$ cat src/rtl/arith_pckg.sv
// Arithmetic configuration shared by the fixed-point datapath blocks.
package arith_pckg;

    typedef struct packed {
        int unsigned word_wdt;
        int unsigned frac_wdt;
    } arith_cfg_t;

    localparam arith_cfg_t C_ADD_ARITH_CFG = '{word_wdt: 16, frac_wdt: 8};

endpackage

$ cat src/rtl/proc_pipe_pckg.sv
// Pipeline data element shared along the accumulator lanes, its reset value
// and the default adder stage counts.
package proc_pipe_pckg;

    import arith_pckg::*;

    localparam int unsigned C_WORD_WDT = C_ADD_ARITH_CFG.word_wdt;
    localparam int unsigned C_TYPE_WDT = 2;

    typedef enum logic [C_TYPE_WDT-1:0] {
        TYPE_DATA     = 2'd0,
        TYPE_ACC_BIAS = 2'd1,
        TYPE_ACC_CLR  = 2'd2,
        TYPE_CTRL     = 2'd3
    } data_type_e;

    typedef struct packed {
        logic [C_WORD_WDT-1:0] data_word;
        logic                  data_val;
        logic                  data_last;
        data_type_e            data_type;
    } pipe_data_t;

    localparam int unsigned C_PIPE_DATA_WDT = $bits(pipe_data_t);

    localparam pipe_data_t C_PIPE_DATA_RST_VAL = '{
        data_word: '0,
        data_val:  1'b0,
        data_last: 1'b0,
        data_type: TYPE_DATA
    };

    localparam int unsigned C_ADD_FXP_IN_CYC_LEN  = 1;
    localparam int unsigned C_ADD_FXP_OUT_CYC_LEN = 1;

endpackage

$ cat src/rtl/del_chain.sv
// Parametric delay chain of LEN registers that advance only on clk_en and
// load RST_VAL (which clears the carried valid bit) on synchronous reset.
module del_chain #(
    parameter int unsigned      LEN     = 1,
    parameter int unsigned      WDT     = 8,
    parameter logic [WDT-1:0]   RST_VAL = '0
) (
    input  logic           clk,
    input  logic           rst,
    input  logic           clk_en,
    input  logic [WDT-1:0] din,
    output logic [WDT-1:0] dout
);

    if (LEN == 0) begin : g_bypass
        logic unused_ctrl;
        assign unused_ctrl = ^{clk, rst, clk_en};
        assign dout = din;
    end else begin : g_regs
        logic [LEN-1:0][WDT-1:0] stage_q;
        logic [LEN-1:0][WDT-1:0] stage_d;

        // Whole chain shifts together so a stall never drops or doubles data.
        always_comb begin
            stage_d = stage_q;
            if (clk_en) begin
                stage_d[0] = din;
                for (int unsigned i = 1; i < LEN; i++) begin
                    stage_d[i] = stage_q[i-1];
                end
            end
        end

        always_ff @(posedge clk) begin
            if (rst) begin
                for (int unsigned i = 0; i < LEN; i++) begin
                    stage_q[i] <= RST_VAL;
                end
            end else begin
                stage_q <= stage_d;
            end
        end

        assign dout = stage_q[LEN-1];
    end

endmodule

$ cat src/rtl/add_wrapper.sv
// One-lane pipelined fixed-point adder: sum of both words, side-channel from B.
// Build option ADD_WRAPP_SAT_EN selects saturating instead of wrapping overflow.
module add_wrapper
    import arith_pckg::*;
    import proc_pipe_pckg::*;
#(
    parameter arith_cfg_t  ADD_ARITH_CFG   = C_ADD_ARITH_CFG,
    parameter int unsigned ADD_IN_CYC_LEN  = C_ADD_FXP_IN_CYC_LEN,
    parameter int unsigned ADD_OUT_CYC_LEN = C_ADD_FXP_OUT_CYC_LEN
) (
    input  logic       clk,
    input  logic       rst,
    input  logic       clk_en,
    input  pipe_data_t add_op_a,
    input  pipe_data_t add_op_b,
    output pipe_data_t add_res
);

    localparam int unsigned W = ADD_ARITH_CFG.word_wdt;
    localparam logic [2*C_PIPE_DATA_WDT-1:0] C_IN_RST_VAL =
        {C_PIPE_DATA_RST_VAL, C_PIPE_DATA_RST_VAL};

    logic [2*C_PIPE_DATA_WDT-1:0] in_chain_din;
    logic [2*C_PIPE_DATA_WDT-1:0] in_chain_dout;
    pipe_data_t                   op_a_s;
    pipe_data_t                   op_b_s;
    logic [W:0]                   sum_ext;
    logic [W-1:0]                 sum_word;
    pipe_data_t                   sum_res;
    logic [C_PIPE_DATA_WDT-1:0]   out_chain_dout;

    assign in_chain_din = {add_op_a, add_op_b};

    del_chain #(
        .LEN     (ADD_IN_CYC_LEN),
        .WDT     (2*C_PIPE_DATA_WDT),
        .RST_VAL (C_IN_RST_VAL)
    ) u_in_chain (
        .clk    (clk),
        .rst    (rst),
        .clk_en (clk_en),
        .din    (in_chain_din),
        .dout   (in_chain_dout)
    );

    assign {op_a_s, op_b_s} = in_chain_dout;

    // One guard bit: overflow shows as disagreement between the top two bits.
    always_comb begin
        sum_ext  = {op_a_s.data_word[W-1], op_a_s.data_word}
                 + {op_b_s.data_word[W-1], op_b_s.data_word};
        sum_word = sum_ext[W-1:0];
`ifdef ADD_WRAPP_SAT_EN
        if (sum_ext[W] != sum_ext[W-1]) begin
            sum_word = sum_ext[W] ? {1'b1, {(W-1){1'b0}}} : {1'b0, {(W-1){1'b1}}};
        end
`endif
    end

    always_comb begin
        sum_res           = op_b_s;
        sum_res.data_word = op_b_s.data_val ? sum_word : '0;
    end

    del_chain #(
        .LEN     (ADD_OUT_CYC_LEN),
        .WDT     (C_PIPE_DATA_WDT),
        .RST_VAL (C_PIPE_DATA_RST_VAL)
    ) u_out_chain (
        .clk    (clk),
        .rst    (rst),
        .clk_en (clk_en),
        .din    (sum_res),
        .dout   (out_chain_dout)
    );

    assign add_res = pipe_data_t'(out_chain_dout);

endmodule

$ cat config.mk
export PLATFORM = sky130hd
export DESIGN_NAME = add_wrapper
export DESIGN_NICKNAME = d
export VERILOG_FILES = /design/src/rtl/arith_pckg.sv /design/src/rtl/proc_pipe_pckg.sv /design/src/rtl/del_chain.sv /design/src/rtl/add_wrapper.sv
export SDC_FILE = /design/constraint.sdc
export NUM_CORES = 1
export LEC_CHECK = 0
export BUFFER_PORTS_ARGS = -buffer_cell sky130_fd_sc_hd__buf_2
export CORE_MARGIN = 1.5
export CORE_UTILIZATION = 35
export CTS_CLUSTER_SIZE = 8
export DETAILED_ROUTE_END_ITERATION = 16
export PLACE_DENSITY = 0.6
export SLEW_MARGIN = 20
export SYNTH_ARGS = -nofsm -noshare
export SYNTH_HDL_FRONTEND = slang
export SYNTH_SLANG_ARGS = --single-unit
$ cat constraint.sdc
create_clock -name clk -period 3.1 [get_ports clk]
set_clock_uncertainty 0.05 [all_clocks]
set_input_delay 0.155 -clock clk [delete_from_list [all_inputs] [get_ports clk]]
set_output_delay 0.155 -clock clk [all_outputs]
set_load 0.05 [all_outputs]
==> flow_summary.ini <==
[cts]
post_cts_resize_count = 0
cts_sinks = 56
cts_hold_buf = 0
cts.clk_slew.worst_paths_ns = 0.11
clk_latency_ns = 0.31
cts_tree = built
cts-htree-levels = 2
cts_setup_buffers = 0
cts_root_buf = clkbuf_8
cts_buffer_depth = 2
cts_buffers = 5

[setup_path]
r2r_slack_ns = 0.77
critPathLaunchType = register
cpLargestDelayFamily = compound AO/OA/AOI/OAI gates
r2r-end = u_out_chain.dout[14]
critPathBufInv = 1
cp_data_required_time_ns = 3.26
path_class = reg2reg
crit_chain = ha_1, inv_1, fa_1, nor2b_4, o2111ai_2, a211oi_2, o21ai_0, a32o_1
startpoint = u_in_chain.dout[4]
reg2reg_depth = 8
r2r-start = u_in_chain.dout[4]
cp.arrival_ns = 2.49
crit_fanout = 5
slowest_stage = fa_1
end_kind = register
slowest_delay_ns = 0.42

[detailed_routing]
drt_iter0_drc = 72
via_per_inst = 4.98
dr_total_vias = 2199
wl_per_cell_um = 13.2
dr.pass1.iters = 4
drc = 0
ant_nets = 0
drt-total-wl_um = 5820

[global_routing]
grt_pass1_wl_um = 9920
first_global_vias = 2126
antenna_found_initial = 0
grt-ovfl-total = 0
grt_usage = 0.146
grt_max_degree = 33

[sta]
layout_setup_ws_ns = 0.766
slew_viol_final = 0
tightestPinTransition_ns = 0.708
hold_violations = 0
rsz0062_at_grt = false
max_clock_freq_mhz = 429
slew_headroom = 0.526
setup_violations = 0
final.setup.tns_ns = 0
min_period_ns = 2.33
fin_crit_sh = 0.753

[die]
ioPinCount = 63
start_util = 0.366
dieArea_um2 = 8240
die_h_um = 90.8
die_x_um = 90.8
coreArea_um2 = 7370
rows = 31

[finish]
area_growth_pct = 17.0
layout-drive-gt1-share = 0.224
n_antenna_cell = 0
instances_no_fill = 442
final_nets = 401
fill_cells = 765
multiInputGateArea_um2 = 1490
final_common_cell = buf_2
regArea_um2 = 1120
layout_common_cells = buf_2, dfxtp_1, nor2_1

[power_and_ir_drop]
comb_power_share = 0.160
p_sw_frac = 0.282
seqPwrFrac = 0.550
leakage_nw = 1.49
p_int_mw = 1.01
p_switching_mw = 0.395
p_per_area_nw_per_um2 = 444
pwr-share-clk = 0.290
p_total_mw = 1.40
peakVddDrop_v = 0.000217

[min_path]
whs_path_depth = 3
hold_path_class = in2reg
min_from = add_op_b[2]
hold-path-endpoint = u_in_chain.dout[2]

[logic_synthesis]
synth-seq-cells = 56
syn_area_um2 = 2700
seq_area_frac_synth = 0.416
postSynthCellCount = 288
syn_area_per_cell_um2 = 9.36
synth-async-reset-ratio = 0
yosys_warnings = 0
synth_flop_cell = dfxtp_1
synth.distinct_cells = 46
synth_edf_count = 0
syn-num-nets = 347

[placement]
dp_hpwl_um = 4420
dp_slack_ns = 0.806
dp.cells = 434
port_buffers = 58
gp_congestion = 0.807

[status]
outcome = complete, no violations

[job]
drv_cap = 0
-- how the worst max path moves through the flow --
stage                                end  cells after the start
global placement    u_out_chain.dout[14]                      8
detailed placement  u_out_chain.dout[14]                      8
global route        u_out_chain.dout[14]                      8
CTS                 u_out_chain.dout[14]                      8
floorplan           u_out_chain.dout[14]                      8
finish              u_out_chain.dout[14]                      8
-- worst register-to-register path, cell delays in order, from the launching register on --
cell       delay [ns]
dfxtp_1          0.35
ha_1             0.20
inv_1            0.07
fa_1             0.42
nor2b_4          0.15
o2111ai_2        0.18
a211oi_2         0.42
o21ai_0          0.13
a32o_1           0.27
-- cells in the mapped netlist (6+ instances only) --
| library cell | n | share of area |
|---|---|---|
| dfxtp_1 | 56 | 0.42 |
| mux2i_1 | 39 | 0.14 |
| nor2_1 | 53 | 0.074 |
| o21ai_0 | 8 | 0.015 |
| ha_1 | 15 | 0.070 |
| or3_1 | 6 | 0.014 |
| nand2_1 | 15 | 0.021 |
| a21o_1 | 6 | 0.017 |
| a21oi_1 | 16 | 0.030 |
| inv_1 | 6 | 0.0084 |
| clkbuf_1 | 6 | 0.0084 |
-- sequential cells by signal (all words and copies together), names as in the netlist --
name and flops:
u_out_chain.dout 20, u_in_chain.dout 36
-- per-stage QoR --
step | area [um^2] | util | hold slack [ns]
finish | 3150 | 0.428 | 0.0245
detailed placement | 3060 | 0.416 | 0.345
global placement | 3060 | 0.416 | 0.343
CTS | 3150 | 0.428 | 0.0203
floorplan | 2700 | - | 0.252
global route | 3150 | 0.428 | 0.0172
-- logic make-up after synthesis --
group | share of synthesized area
simple gates | 0.142
compound gates | 0.172
flops | 0.416
mux | 0.145
buf+inv | 0.0329
fa+ha+maj | 0.0770
xor+xnor | 0.0162
-- cell type report --
type                       instances  share of cell area
clock buffer                       5              0.0218
clock inverter                     3             0.00714
inverter                           7             0.00833
multi-input combinational        212               0.471
sequential                        56               0.355
tap                               99              0.0393
timing repair buffer              60              0.0968
-- metal layers --
metal	track usage	wire length (um)	vias to the layer above
met1	0.196	2940	1019
met3	0.0278	223	5
met4	0.0391	68	0
li1	-	-	1134
met2	0.239	2600	41
met5	0	0	-
-- power groups by stage --
stage | clock (mW) | combinational, mW | sequential, mW
final | 0.407 | 0.224 | 0.771
after CTS | 0.418 | 0.226 | 0.772
after floorplan | 0 | 0.149 | 0.802
after global routing | 0.447 | 0.251 | 0.776
after global placement | 0 | 0.223 | 0.787
after detailed placement | 0 | 0.224 | 0.788
Power figures use the tool's default switching activity.
